==> src/rtl/led_pattern_gen.sv <==
// LED pattern engine: five selectable patterns paced by a step prescaler,
// mode advanced by a resynchronised push button.
module led_pattern_gen #(
  parameter int unsigned NUM_LEDS   = 8,
  parameter int unsigned STEP_DIV   = 25_000_000,
  parameter bit          ACTIVE_LOW = 1'b1
) (
  input  logic                clk0,
  input  logic                rst,
  input  logic                btn,
  input  logic                freeze,
  output logic [NUM_LEDS-1:0] led,
  output logic [2:0]          mode,
  output logic                step_tick
);

  localparam int unsigned CNT_W = (STEP_DIV > 1) ? $clog2(STEP_DIV) : 1;
  localparam int unsigned POS_W = (NUM_LEDS > 1) ? $clog2(NUM_LEDS) : 1;
  localparam logic [CNT_W-1:0]    CNT_LAST = CNT_W'(STEP_DIV - 1);
  localparam logic [POS_W-1:0]    POS_LAST = POS_W'(NUM_LEDS - 1);
  localparam logic [NUM_LEDS-1:0] UNLIT    = {NUM_LEDS{ACTIVE_LOW}};

  typedef enum logic [2:0] {
    M_HEART  = 3'd0,
    M_BLINK  = 3'd1,
    M_CHASE  = 3'd2,
    M_BOUNCE = 3'd3,
    M_BINARY = 3'd4
  } mode_t;

  mode_t               state_q, state_n;
  logic [CNT_W-1:0]    cnt_q, cnt_n;
  logic                phase_q, phase_n;
  logic [POS_W-1:0]    pos_q, pos_n;
  logic                dir_q, dir_n;        // 0: moving up, 1: moving down
  logic [NUM_LEDS-1:0] bcnt_q, bcnt_n;
  logic [NUM_LEDS-1:0] led_q, led_n;
  logic                tick_q, tick_n;
  logic                s1_q, s2_q, s3_q;
  logic                press_c;
  logic                step_c;

  // Logical lit pattern for a given pattern state (bit i = LED i lit).
  function automatic logic [NUM_LEDS-1:0] pattern(input mode_t m, input logic ph,
                                                  input logic [POS_W-1:0] p,
                                                  input logic [NUM_LEDS-1:0] b);
    logic [NUM_LEDS-1:0] l;
    l = NUM_LEDS'(1);
    case (m)
      M_HEART:           l = ph ? '1 : NUM_LEDS'(1);
      M_BLINK:           l = ph ? '0 : '1;
      M_CHASE, M_BOUNCE: l = NUM_LEDS'(1) << p;
      M_BINARY:          l = b;
      default:           l = NUM_LEDS'(1);
    endcase
    return l;
  endfunction

  assign press_c = s2_q & ~s3_q;
  assign step_c  = (cnt_q == CNT_LAST) & ~freeze;

  // Next-state: invalid mode recovery, then press, then prescaler/step.
  always_comb begin
    state_n = state_q;
    cnt_n   = cnt_q;
    phase_n = phase_q;
    pos_n   = pos_q;
    dir_n   = dir_q;
    bcnt_n  = bcnt_q;
    tick_n  = 1'b0;

    if (state_q > M_BINARY || press_c) begin
      if (state_q >= M_BINARY) begin
        state_n = M_HEART;
      end else begin
        state_n = mode_t'(state_q + 3'd1);
      end
      cnt_n   = '0;
      phase_n = 1'b0;
      pos_n   = '0;
      dir_n   = 1'b0;
      bcnt_n  = '0;
    end else if (!freeze) begin
      cnt_n = (cnt_q == CNT_LAST) ? '0 : cnt_q + CNT_W'(1);
      if (step_c) begin
        tick_n = 1'b1;
        case (state_q)
          M_HEART, M_BLINK: phase_n = ~phase_q;
          M_CHASE:          pos_n = (pos_q == POS_LAST) ? '0 : pos_q + POS_W'(1);
          M_BOUNCE: begin
            // Reverse at either end; a single LED never moves.
            if (!dir_q) begin
              if (pos_q == POS_LAST) begin
                dir_n = 1'b1;
                pos_n = (POS_LAST == '0) ? pos_q : pos_q - POS_W'(1);
              end else begin
                pos_n = pos_q + POS_W'(1);
              end
            end else begin
              if (pos_q == '0) begin
                dir_n = 1'b0;
                pos_n = (POS_LAST == '0) ? pos_q : pos_q + POS_W'(1);
              end else begin
                pos_n = pos_q - POS_W'(1);
              end
            end
          end
          M_BINARY:         bcnt_n = bcnt_q + NUM_LEDS'(1);
          default:          ;
        endcase
      end
    end

    led_n = pattern(state_n, phase_n, pos_n, bcnt_n) ^ UNLIT;
  end

  // State register with synchronous active-low reset.
  always_ff @(posedge clk0) begin
    if (!rst) begin
      state_q <= M_HEART;
      cnt_q   <= '0;
      phase_q <= 1'b0;
      pos_q   <= '0;
      dir_q   <= 1'b0;
      bcnt_q  <= '0;
      led_q   <= UNLIT;
      tick_q  <= 1'b0;
      s1_q    <= 1'b1;
      s2_q    <= 1'b1;
      s3_q    <= 1'b1;
    end else begin
      state_q <= state_n;
      cnt_q   <= cnt_n;
      phase_q <= phase_n;
      pos_q   <= pos_n;
      dir_q   <= dir_n;
      bcnt_q  <= bcnt_n;
      led_q   <= led_n;
      tick_q  <= tick_n;
      s1_q    <= btn;
      s2_q    <= s1_q;
      s3_q    <= s2_q;
    end
  end

  assign led       = led_q;
  assign mode      = state_q;
  assign step_tick = tick_q;

endmodule
==> config.mk <==
export PLATFORM = sky130hd
export DESIGN_NAME = led_pattern_gen
export DESIGN_NICKNAME = d
export VERILOG_FILES = /design/src/rtl/led_pattern_gen.sv
export SDC_FILE = /design/constraint.sdc
export NUM_CORES = 1
export LEC_CHECK = 0
export CORE_MARGIN = 4
export CORE_UTILIZATION = 50
export CTS_CLUSTER_SIZE = 28
export DETAILED_ROUTE_END_ITERATION = 8
export PLACE_DENSITY_LB_ADDON = 0.2
export SYNTH_ARGS = -nofsm -noshare
export SYNTH_HDL_FRONTEND = slang
export SYNTH_SLANG_ARGS = --single-unit
==> constraint.sdc <==
create_clock -name clk0 -period 6.6 [get_ports clk0]
set_input_delay 1.32 -clock clk0 [delete_from_list [all_inputs] [get_ports clk0]]
set_output_delay 1.32 -clock clk0 [all_outputs]
set_load 0.005 [all_outputs]
; Word level (Yosys, flattened, before mapping)
; Index checks and enable logic that the tools add are counted.
; Widths: inputs -> output; s select.
[word_totals]
mem_bits_rw = 0
register_bits = 53
memories = 0
rom_bits = 0
elab_cells = 71
latchBits = 0
inputBits = 4
[op_classes]
n_bitwise = 7
n_shift = 1
eq_ne = 10
n_reduce_logical = 9
muxes = 26
add_sub_neg = 5
order_cmp = 2
div = 0
multipliers = 0
[ops]
columns = cell, count
row1 = $mux 8, 6
row2 = $pmux 8 s4, 1
row3 = $mux 3, 9
row4 = $add 25x1->25 const B, 1
row5 = $eq 25x25->1 const B, 1
row6 = $mux 25, 1
row7 = $eq 3x2->1 const B, 4
row8 = $eq 3x3->1 const B, 3
row9 = $logic_not 3->1, 3
row10 = $add 8x1->8 const B, 1
row11 = $mux 1, 8
row12 = $not 8->8, 1
row13 = $shl 1x3->8 const A, 1
row14 = $add 3x1->3 const B, 2
row15 = $eq 3x1->1 const B, 2
row16 = $pmux 3 s2, 1
row17 = $reduce_or 2->1, 3
row18 = $not 1->1, 4
row19 = $ge 3x3->1 const B, 1
row20 = $gt 3x3->1 const B, 1
row21 = $reduce_and 3->1, 1
row22 = $reduce_or 3->1, 1
row23 = $sub 3x1->3 const B, 1
row24 = $and 1x1->1, 2
row25 = $logic_or 1x1->1, 1

; Logic depth before layout (Yosys ltp)
[depth]
ltp_word = 10
depth_mapped = 11
ltp_nobuf = 8

; Least setup slack after synthesis
; Ideal clock, no wire load.
[synth_timing]
kind = input-to-reg
startpoint = input freeze
endpoint = register led_q[0], in the netlist led[0]
arrival_ns = 3.344
cell_stages = 8
slack_ns = 3.129
path_buffers = 2
path_cell_list = nand4b_4 -> or4_4 -> buf_6 -> or3_4 -> buf_6 -> mux2_4 -> o41ai_2 -> a211oi_1
[synth_between]
elab_chain_cells = 8
[synth_rtl]
columns = item, line
row1 = from (decl), 11  ; input logic freeze,
row2 = $not 1->1 (no source line), n/a
row3 = $and 1x1->1, 60  ; assign step_c = (cnt_q == CNT_LAST) & ~freeze;
row4 = $mux 3 or $mux 1 (tied branches), 85  ; if (step_c) begin
row5 = $mux 3 or $mux 1 (tied branches), 83  ; end else if (!freeze) begin
row6 = $mux 3 or $mux 1 (tied branches), 72  ; if (state_q > M_BINARY || press_c) begin
row7 = $shl 1x3->8 or $mux 8 (tied branches), "52, 51"
row8 = $pmux 8 s4 *, 49  ; case (m)
row9 = $not 8->8 (no source line) *, n/a
row10 = to (signal assigned), 138  ; led_q <= led_n;
row11 = to (decl), 37  ; logic [NUM_LEDS-1:0] led_q, led_n;
; Mark *: on every way between the ends. The rest lies on a longest branch, timed or not.
; A chain may end at the register's enable or synchronous reset.

; Worst setup path in the final report
[layout_timing]
startpoint = input freeze
endpoint = register led_q[2], in the netlist led[2]
[layout_between]
elab_chain_cells = 8
[layout_rtl]
columns = item, line
row1 = $not 1->1 (no source line), n/a
row2 = $and 1x1->1, 60
row3 = $mux 3 or $mux 1 (tied branches), 85
row4 = $mux 3 or $mux 1 (tied branches), 83
row5 = $mux 3 or $mux 1 (tied branches), 72
row6 = $shl 1x3->8 (tied with other cells), 52  ; M_CHASE, M_BOUNCE: l = NUM_LEDS'(1) << p;
row7 = $pmux 8 s4 *, 49
row8 = $not 8->8 (no source line) *, n/a
; Marks and branches as above.

==> results.tsv <==
stage	metric	value	unit
cts	CTS Root Cell	clkbuf_8	
route	drc violations	0	
power_and_ir_drop	PwrDens	193	mW/mm2
timing	fin crit period	3.70	ns
hold_path	Hold Path Class	flop to flop	
setup_path	Crit Path Max Fanout	7	
timing	Period Utilization, post-route	0.561	
timing	Worst Max-Slew Pin Slew	0.695	ns
timing	Clock Skew	0.00901	ns
global_route	total track usage	0.167	
synth	Post-Syn Instances	332	
global_route	GRT overflow	0	
setup_path	Critical Path RT	6.76	ns
cts	cts bufs inserted	5	
synth	sequential cell area fraction in the yosys report	0.372	
route	final wirelength	5610	um
synth	Synth Area per Inst	8.59	um2
timing	Setup Viol. Count Final	0	
flow_run	max-cap violation count	0	
final_layout	Final nets	353	
route	Post-DRT Antenna Nets	0	
timing	Hold Fails Final Rpt	0	
final_layout	Multi-input gate area	0.00168	mm2
die	IO Pins	16	
synth	register bit count reported by yosys	53	
setup_path	crit path capture type	flop	
global_route	GRT met2 Usage	0.273	
global_route	met1 GRT Util	0.217	
synth	cell with the most instances after synthesis	nor2_1	
final_layout	layout cells sized above 1	0.0560	
final_layout	Ant. Diodes	0	
synth	Post-synth top flop	dfxtp_1	
global_route	initial antenna violation count	0	
synth	Synth area leaders	dfxtp_1 (37%), nor2_1 (7.2%), xnor2_1 (5.2%)	
synth	Synth top cells by count	nor2_1 (55), dfxtp_1 (53), nand2_1 (20)	
timing	fmax	0.270	GHz
placement	Placed Instance Area	0.00302	mm2
route	drt pass-1 iters	4	
route	DR vias	2292	
placement	number of port buffers	15	
setup_path	data arrival time of the worst path	3.86	ns
synth	Mapped Nets	347	
die	Total Die Area	0.00698	mm2
global_route	largest net degree at the start of global routing	26	
global_route	GR Util met3	0.0316	
global_route	GR peak layer	met2	
synth	Post-synth EDFFs	0	
power_and_ir_drop	VDD IR-drop max	0.0000925	V
cts	post-CTS setup buffer count	0	
die	Die Span Y	83.5	um
global_route	global-route wire length before repair	9730	um
timing	final critical-path setup slack	2.90	ns
die	Placeable Area	0.00551	mm2
setup_path	Crit Path Category	input port to flop	
die	Die X	83.5	um
cts	CTS tree	yes	
power_and_ir_drop	LEAKAGE	0.00114	uW
timing	unrepaired setup endpoints after global routing	no	
cts	H-tree levels	2	
synth	Syn. warnings	0	
placement	dpl ws	2.57	ns
cts	hold buffer count at cts	0	
route	DR WL/cell	13.7	um
synth	Synth Cell Area	0.00285	mm2
timing	Final Max Tran Viols	0	
placement	DP HPWL	4140	um
die	initial core utilization	0.518	
cts	Max Root-Sink Buffers	2	
synth	Async S/R FF share, synth	0	
final_layout	Syn-to-layout area delta	9.35	%
final_layout	Seq. cell area	0.00106	mm2
cts	worst-skew pair later-pin latency	0.31	ns
route	Iter 0 DRT Violations	85	
timing	smallest hold slack	0.414	ns
global_route	vias in the first global route	2121	
final_layout	fill count	526	
synth	Synth area leader	dfxtp_1	
setup_path	crit path launch type	input port	
final_layout	cell area after layout	0.00312	mm2
synth	Synth top area share	0.372	
placement	Placer Congestion	0.829	
route	Avg Vias per Cell	5.58	
die	site row count	27	
cts	clk slew on worst S/H paths	0.10	ns
synth	Unique masters post-synth	51	
timing	setup TNS	0	ns
cts	clock sinks	53	
timing	Slew HR	0.535	
run_status	status	completed	
cts	post-cts resize count	0	
==> worst max-delay path, stage by stage <==
cell and delay, ns:
clkdlybuf4s50_1 0.51, nand4b_4 0.23, or4_4 0.60, or3_4 0.45, mux2_4 0.34, nor3b_1 0.29
a221oi_1 0.12
==> placed cells by master, fill, tap and decap left out, types with 5 or more instances in the layout <==
| master | count |
|---|---|
| and2_1 | 6 |
| and3_1 | 5 |
| clkbuf_8 | 7 |
| clkdlybuf4s50_1 | 15 |
| dfxtp_1 | 53 |
| ha_1 | 11 |
| inv_1 | 9 |
| mux2i_1 | 5 |
| nand2_1 | 20 |
| nand2b_1 | 5 |
| nand3_1 | 15 |
| nand4_1 | 11 |
| nor2_1 | 55 |
| nor2b_1 | 6 |
| nor3_1 | 7 |
| nor4_1 | 12 |
| o21ai_0 | 5 |
| xnor2_1 | 17 |
| xor2_1 | 17 |
==> per-layer routing <==
metal	routed length, um	share of wire	vias up
li1	-	-	1185
met1	2750	0.49	1066
met2	2570	0.46	31
met3	176	0.031	10
met4	114	0.020	0
met5	0	0	-
==> per-stage QoR <==
stage / power [uW] / util / std cells
after floorplan: 383 / - / 332
after global placement: 409 / 0.548 / 403
after detailed placement: 409 / 0.548 / 403
after CTS: 608 / 0.566 / 411
after global routing: 630 / 0.566 / 411
final: 602 / 0.566 / 411
==> cells by family (layout without fill, tap and decap cells) <==
logic type | count (synthesis) | count (layout) | share of synthesized area
multiplexers | 8 | 8 | 0.0307
AO/OA/AOI/OAI | 32 | 32 | 0.0834
AND/OR/NAND/NOR | 169 | 169 | 0.323
flip-flops | 53 | 53 | 0.372
XOR/XNOR | 34 | 34 | 0.104
buffers and inverters | 25 | 32 | 0.0382
adder cells (fa/ha/maj) | 11 | 11 | 0.0483
==> state kept, by name, summed over array words and instances, names as in the netlist <==
| signal | cells |
|---|---|
| cnt_q | 25 |
| bcnt_q | 8 |
| led | 8 |
| mode | 3 |
| pos_q | 3 |
| dir_q | 1 |
| phase_q | 1 |
| s1_q | 1 |
| s2_q | 1 |
| s3_q | 1 |
| step_tick | 1 |
==> area by class of cell <==
class / count / area share
Clock buffer: 7 / 0.0309
Clock inverter: 1 / 0.00161
Inverter: 9 / 0.0108
Multi-Input combinational cell: 254 / 0.539
Sequential cell: 53 / 0.340
Tap cell: 72 / 0.0289
Timing Repair Buffer: 15 / 0.0482
==> where the power goes <==
part           leakage, uW  internal, uW  switching [uW]
combinational     0.000653          32.6            33.5
sequential        0.000429           329            7.06
clock            0.0000542          95.0             105
==> worst paths after layout <==
path	from	slack, ns	to	depth (start not counted)
worst max-delay path	freeze	2.90	led[2]$_SDFF_PN1_	7
worst min-delay path	s1_q$_SDFF_PN1_	0.41	s2_q$_SDFF_PN1_	1
worst max register to register	mode[2]$_SDFF_PN0_	3.68	led[2]$_SDFF_PN1_	8
worst min register to register	s1_q$_SDFF_PN1_	0.41	s2_q$_SDFF_PN1_	1
Power figures use the tool's default switching activity.
